`config.mk`:
```
export PLATFORM = sky130hd
export DESIGN_NAME = sequence_generator
export DESIGN_NICKNAME = d
export VERILOG_FILES = /design/src/rtl/seq_gen_pkg.sv /design/src/rtl/seq_pattern_mem.sv /design/src/rtl/sequence_generator.sv
export SDC_FILE = /design/constraint.sdc
export NUM_CORES = 1
export LEC_CHECK = 0
export BUFFER_PORTS_ARGS = -buffer_cell sky130_fd_sc_hd__buf_4
export CAP_MARGIN = 20
export CORE_MARGIN = 5
export CORE_UTILIZATION = 40
export CTS_CLUSTER_SIZE = 16
export DETAILED_ROUTE_END_ITERATION = 8
export PLACE_DENSITY = 0.59
export SYNTH_ARGS = -nofsm -noshare
export SYNTH_HDL_FRONTEND = slang
export SYNTH_HIERARCHICAL = 1
export SYNTH_SLANG_ARGS = --single-unit
```
`constraint.sdc`:
```
create_clock -name clk -period 4.19 [get_ports clk]
set_input_delay 0.2095 -clock clk [delete_from_list [all_inputs] [get_ports clk]]
set_output_delay 0.2095 -clock clk [all_outputs]
set_load 0.05 [all_outputs]
```
`src/rtl/seq_gen_pkg.sv`:
```
// Shared definitions for the 3-bit symbol stream: symbol width, idle symbol, FSM states.
package seq_gen_pkg;

  localparam int unsigned SYM_W = 3;
  localparam logic [SYM_W-1:0] IDLE_SYM = 3'b000;

  typedef logic [1:0] state_t;
  localparam state_t S_IDLE = 2'd0;
  localparam state_t S_SEND = 2'd1;
  localparam state_t S_GAP  = 2'd2;
  localparam state_t S_DONE = 2'd3;

endpackage

```
`src/rtl/seq_pattern_mem.sv`:
```
// Pattern register file: one synchronous write port, one asynchronous read port, no reset.
module seq_pattern_mem #(
  parameter int unsigned SYM_W = seq_gen_pkg::SYM_W,
  parameter int unsigned DEPTH = 8
) (
  input  logic                       clk,
  input  logic                       we,
  input  logic [$clog2(DEPTH)-1:0]   waddr,
  input  logic [SYM_W-1:0]           wdata,
  input  logic [$clog2(DEPTH)-1:0]   raddr,
  output logic [SYM_W-1:0]           rdata
);
  import seq_gen_pkg::*;

  logic [SYM_W-1:0] mem_q [DEPTH];

  always_ff @(posedge clk) begin
    if (we) begin
      mem_q[waddr] <= wdata;
    end
  end

  assign rdata = mem_q[raddr];

endmodule

```
`src/rtl/sequence_generator.sv`:
```
// Replays a programmed symbol pattern over a valid/ready link, with repeats and idle gaps.
module sequence_generator #(
  parameter int unsigned SYM_W = seq_gen_pkg::SYM_W,
  parameter int unsigned DEPTH = 8,
  parameter int unsigned GAP_W = 4,
  parameter int unsigned REP_W = 4
) (
  input  logic                       clk,
  input  logic                       reset,
  input  logic                       load_en,
  input  logic [$clog2(DEPTH)-1:0]   load_addr,
  input  logic [SYM_W-1:0]           load_data,
  input  logic [$clog2(DEPTH):0]     seq_len,
  input  logic [GAP_W-1:0]           gap_cycles,
  input  logic [REP_W-1:0]           repeat_cnt,
  input  logic                       start,
  input  logic                       abort,
  output logic [SYM_W-1:0]           data_out,
  output logic                       data_valid,
  input  logic                       data_ready,
  output logic                       busy,
  output logic                       done,
  output logic [$clog2(DEPTH)-1:0]   sym_index
);
  import seq_gen_pkg::*;

  localparam int unsigned AW = $clog2(DEPTH);
  localparam int unsigned LW = AW + 1;

  state_t           state_q, state_d;
  logic [AW-1:0]    idx_q, idx_d;
  logic [REP_W-1:0] pass_q, pass_d;
  logic [GAP_W-1:0] gap_q, gap_d;
  logic [LW-1:0]    len_q, len_d;
  logic [GAP_W-1:0] gap_cfg_q, gap_cfg_d;
  logic [REP_W-1:0] rep_q, rep_d;

  logic [SYM_W-1:0] data_out_q, data_out_d;
  logic             data_valid_q, data_valid_d;
  logic             busy_q, busy_d;
  logic             done_q, done_d;
  logic [AW-1:0]    sym_index_q, sym_index_d;

  logic             mem_we_c;
  logic [SYM_W-1:0] mem_rdata_c;
  logic             xfer_c;
  logic             last_c;

  // Writes only while idle so the pattern cannot change under a running stream.
  assign mem_we_c = load_en && (state_q == S_IDLE);

  // Read at the next index so the registered data_out lines up with sym_index.
  seq_pattern_mem #(
    .SYM_W (SYM_W),
    .DEPTH (DEPTH)
  ) u_mem (
    .clk   (clk),
    .we    (mem_we_c),
    .waddr (load_addr),
    .wdata (load_data),
    .raddr (idx_d),
    .rdata (mem_rdata_c)
  );

  assign xfer_c = (state_q == S_SEND) && data_ready;
  assign last_c = (LW'(idx_q) == (len_q - LW'(1)));

  // Next-state and counter logic.
  always_comb begin
    state_d   = state_q;
    idx_d     = idx_q;
    pass_d    = pass_q;
    gap_d     = gap_q;
    len_d     = len_q;
    gap_cfg_d = gap_cfg_q;
    rep_d     = rep_q;

    case (state_q)
      S_IDLE: begin
        if (start && !abort && (seq_len != '0)) begin
          len_d     = (seq_len > LW'(DEPTH)) ? LW'(DEPTH) : seq_len;
          gap_cfg_d = gap_cycles;
          rep_d     = repeat_cnt;
          idx_d     = '0;
          pass_d    = '0;
          state_d   = S_SEND;
        end
      end
      S_SEND: begin
        if (xfer_c) begin
          if (!last_c) begin
            idx_d = idx_q + AW'(1);
          end else if (pass_q == rep_q) begin
            idx_d   = '0;
            state_d = S_DONE;
          end else begin
            idx_d  = '0;
            pass_d = pass_q + REP_W'(1);
            if (gap_cfg_q != '0) begin
              gap_d   = gap_cfg_q;
              state_d = S_GAP;
            end
          end
        end
      end
      S_GAP: begin
        gap_d = gap_q - GAP_W'(1);
        if (gap_q == GAP_W'(1)) begin
          state_d = S_SEND;
        end
      end
      S_DONE: begin
        state_d = S_IDLE;
      end
      default: begin
        state_d = S_IDLE;
      end
    endcase

    if (abort && (state_q != S_IDLE)) begin
      state_d = S_IDLE;
      idx_d   = '0;
      pass_d  = '0;
      gap_d   = '0;
    end

    data_valid_d = (state_d == S_SEND);
    data_out_d   = data_valid_d ? mem_rdata_c : SYM_W'(IDLE_SYM);
    busy_d       = (state_d != S_IDLE);
    done_d       = (state_d == S_DONE);
    sym_index_d  = idx_d;
  end

  always_ff @(posedge clk) begin
    if (reset) begin
      state_q      <= S_IDLE;
      idx_q        <= '0;
      pass_q       <= '0;
      gap_q        <= '0;
      len_q        <= '0;
      gap_cfg_q    <= '0;
      rep_q        <= '0;
      data_out_q   <= SYM_W'(IDLE_SYM);
      data_valid_q <= 1'b0;
      busy_q       <= 1'b0;
      done_q       <= 1'b0;
      sym_index_q  <= '0;
    end else begin
      state_q      <= state_d;
      idx_q        <= idx_d;
      pass_q       <= pass_d;
      gap_q        <= gap_d;
      len_q        <= len_d;
      gap_cfg_q    <= gap_cfg_d;
      rep_q        <= rep_d;
      data_out_q   <= data_out_d;
      data_valid_q <= data_valid_d;
      busy_q       <= busy_d;
      done_q       <= done_d;
      sym_index_q  <= sym_index_d;
    end
  end

  assign data_out   = data_out_q;
  assign data_valid = data_valid_q;
  assign busy       = busy_q;
  assign done       = done_q;
  assign sym_index  = sym_index_q;

endmodule
```
==> reports/summary.md <==
The CTS sink count came out at 55. In this run the standard cell core region covers 6720 um^2. In this design, the largest share of critical-path delay is due to simple AND/OR/NAND/NOR gates. The worst setup path is of the reg -> reg kind. The worst reg-to-reg path cell count came out at 8. The detail route stage leaves a number of antenna-violating nets equal to 0. The multi-input combinational cells in the finished layout cover a total of 1260 um^2. In this run, synthesis produced a sequential element count of 55.

The netlist uses 60 different library cells. Cell type of the slowest stage on the worst timing path: mux4_1. The logs give 2 for the maximum root-to-sink buffer count and 0.00111 uW for the static power due to leakage.

The total congestion overflow was 0. In the synthesized netlist, the cells that appear most often are dfxtp_1, edfxtp_1, nand2_1. The net count of the finished layout is 313.

The critical path contains buffers and inverters numbering 0 combined. In this run the number of H-tree levels came out at 2. The number of core rows came out at 30.

The run gives 0.573 as the part of the power in registers. The post-detailed-route via-to-cell ratio was 5.58. For the total setup buffers inserted after CTS, the log shows 0. The run finished with clean final reports. By area the synthesized netlist is led by edfxtp_1, dfxtp_1, mux4_1. The buffer type at the clock tree root was clkbuf_8.

Counting tap cells, the placed design contains a total of 357 instances. Area fraction in compound gates after synthesis: 0.163. After synthesis, the largest family of logic cells by area is simple AND/OR/NAND/NOR gates. Summing every instance area after synthesis gives 2730 um^2. The hold violation count in the final report came out at 0. Data arrives at the worst endpoint at 3.72 ns. The post-synthesis share of cell area spent on xor and xnor gates came out at 0.0225.

Number of I/O port buffers: 32. The total track usage is 0.149, and the die outline width is 92.6 um. In the routed design, unresolved DRC markers number 0. Setup violations remaining at the end of the flow were counted as 0.

The sequential area share after synthesis was 0.492. The clock transition time at the flip-flop clock pins of the worst setup and hold paths is 0.11 ns, and the I/O pin total is 33. Entering global routing, the biggest net connects 20 pins.

The number of global-route vias before repair was 2062; the Yosys warning count was 6. The logs give 0.861 for the placer's final routability congestion estimate and 2036 for the detailed-route via count. The number of gates resized after CTS was 0. The layout has 634 filler cells. Dividing the detail-routed wire length by the instance count gives 16.4 um. The worst hold slack came out at 0.137 ns. For the half-perimeter wire length of the detailed placement result, the log shows 4650 um.

At the later pin of the worst-skew pair, clock insertion delay measures 0.31 ns. Setup repair after global routing left no endpoint under its margin. Switching fraction of total power: 0.263. In this run the worst hold path is classified as in -> reg.

The max-slew headroom at the worst pin is 0.541, and the simple-gate portion of the synthesized area is 0.181. The share of flip-flops with an asynchronous set or reset after synthesis is 0. For this run, the leading register cell type out of synthesis is dfxtp_1. Starting density of the core: 0.406. Across the whole layout, storage elements account for 1340 um^2. The post-synthesis area per instance is 10.7 um^2.

The internal cell power is 747 uW, and the violation count after the first detailed-routing iteration is 117. Compared with the post-synthesis result, the final layout area differs by 13.9%. 0 antenna diodes ended up in the layout.

The tools report the category of the worst setup path capture point as a flop. The max-cap check violation count was 0. dfxtp_1 is the most common cell in the netlist. The accumulated negative setup slack was 0 ns; the share of the core filled with cells was 0.462.

The initial antenna violation count was 0; the share of the clock period used by the worst path after layout was 0.835. The largest fanout on the critical path was 18. Timing would allow up to 0.286 GHz.

The worst hold path cell count works out to 1. The multiplexer share of the synthesized area was 0.0739. The number of slew-limit violations in the final report is 0. Buffers inserted during clock tree synthesis total 5.

The overall die height was 92.6 um. The run gives 10100 um as the global-route wire length before repair. The routed design has 5980 um of wire. The signal on the critical path passes through or2_1 -> or3_1 -> and3_1 -> a21oi_2 -> a21oi_1 -> mux4_1 -> mux2_2 -> and2_1.

For the largest voltage drop on the vdd net, the log shows 0.159 mV. The synthesized netlist cell count is 255, and the time the final worst path needs with I/O delays and setup is 3.50 ns. The power density normalized to cell area works out to 326 nW/um^2. The run gives 0.0122 ns as the clock skew after layout. The most area-hungry cell type in the Yosys netlist was edfxtp_1.

The adder-cell share of the synthesized area came out at 0.0229. For the worst setup path, the data required time is 4.41 ns. The critical path depth in cells came out at 8.

The number of nets in the synthesized netlist is 284. Buffers inserted to repair hold after CTS numbered 0. The pin slew with the least headroom to its limit was 0.689 ns.

STA classifies the critical path startpoint as a flop. For this design the total switching power over the nets is 267 uW. The first detailed-routing pass took 4 iterations. The fraction of layout instances using a drive strength above 1 was 0.207; the share of power burned in the clock network was 0.306. The fraction of synthesized cell area taken by the top area cell type came out at 0.264. The tools report the area enclosed by the die boundary as 8570 um^2. In this run, synthesis inferred 24 flip-flops with an integrated enable. The delay contributed by the slowest stage of the critical path came out at 0.65 ns.

The part of the total power dissipated in combinational logic was 0.120. TritonCTS built the clock tree. The tools report the number of standard cells in the layout, taps in and fillers out as 365.
[power groups by stage]
| stage | registers, uW | logic [uW] | clock network, uW |
|---|---|---|---|
| 5_1_grt | 583 | 134 | 342 |
| 3_5_place_dp | 594 | 123 | 0 |
| 6_report | 581 | 122 | 310 |
| 2_1_floorplan | 601 | 72.2 | 0 |
| 3_3_place_gp | 594 | 122 | 0 |
| 4_1_cts | 581 | 123 | 319 |
[through the flow]
step | worst slack [ns] | power [uW] | area (um^2)
after detailed placement | 0.680 | 717 | 3010
after CTS | 0.667 | 1020 | 3100
after global placement | 0.798 | 716 | 3010
final | 0.690 | 1010 | 3100
after global routing | 0.377 | 1060 | 3100
after floorplan | 1.46 | 673 | 2730
[final timing paths]
path / from / to / slack, ns
worst max-delay path: state_q[1] / data_out[0] / 0.69
worst min-delay path: load_data[0] / u_mem/mem_q[4][0] / 0.14
worst max register to register: state_q[1] / data_out[0] / 0.69
worst min register to register: rep_q[3] / rep_q[3] / 0.47
[area by class of cell]
class | instances | area share
flip-flops and latches | 55 | 0.432
multi-input cells | 174 | 0.407
repair buffers | 33 | 0.0798
well taps | 80 | 0.0322
clock buffers | 5 | 0.0222
inverters | 15 | 0.0181
clock inverters | 3 | 0.00846
[logic make-up (layout without fill, tap and decap cells)]
family | Yosys count | count (layout)
AND/OR/NAND/NOR | 90 | 90
AO/OA/AOI/OAI | 62 | 62
flip-flops | 55 | 55
buffers and inverters | 26 | 56
multiplexers | 10 | 10
XOR/XNOR | 7 | 7
adder cells (fa/ha/maj) | 5 | 5
[per-layer routing]
layer / track usage / part of all wire / vias up / wire (um)
li1: - / - / 1006 / -
met1: 0.172 / 0.41 / 975 / 2430
met2: 0.271 / 0.53 / 44 / 3180
met3: 0.0349 / 0.042 / 11 / 249
met4: 0.0507 / 0.021 / 0 / 125
met5: 0 / 0 / - / 0
[flip-flops by register name, summed over array words and instances (netlist names)]
register	count
gap_cfg_q	4
u_mem/mem_q	24
rep_q	4
gap_q	4
data_out	3
busy	1
done	1
data_valid	1
sym_index	3
len_q	4
state_q	2
pass_q	4
[cells in the final DEF, fill, tap and decap left out, drive strengths merged, types with 2 or more instances in the layout]
master	Yosys	final
a31o	2	2
and3	3	3
o311a	3	3
a21oi	22	22
or2	2	2
and2	5	5
inv	15	18
ha	5	5
o21ai	9	9
o2111ai	2	2
edfxtp	24	24
buf	7	33
nor3	7	7
clkbuf	4	5
a31oi	5	5
nand3	3	3
nor2	20	20
nor4	2	2
nor3b	5	5
mux2	3	3
nand4	3	3
nor2b	2	2
o31ai	2	2
xnor2	7	7
nor4b	3	3
a41oi	2	2
nand2b	5	5
dfxtp	31	31
or3	3	3
o211ai	2	2
nand2	23	23
o22ai	2	2
mux4	6	6
Note: power is estimated with default switching activity, not from simulation.
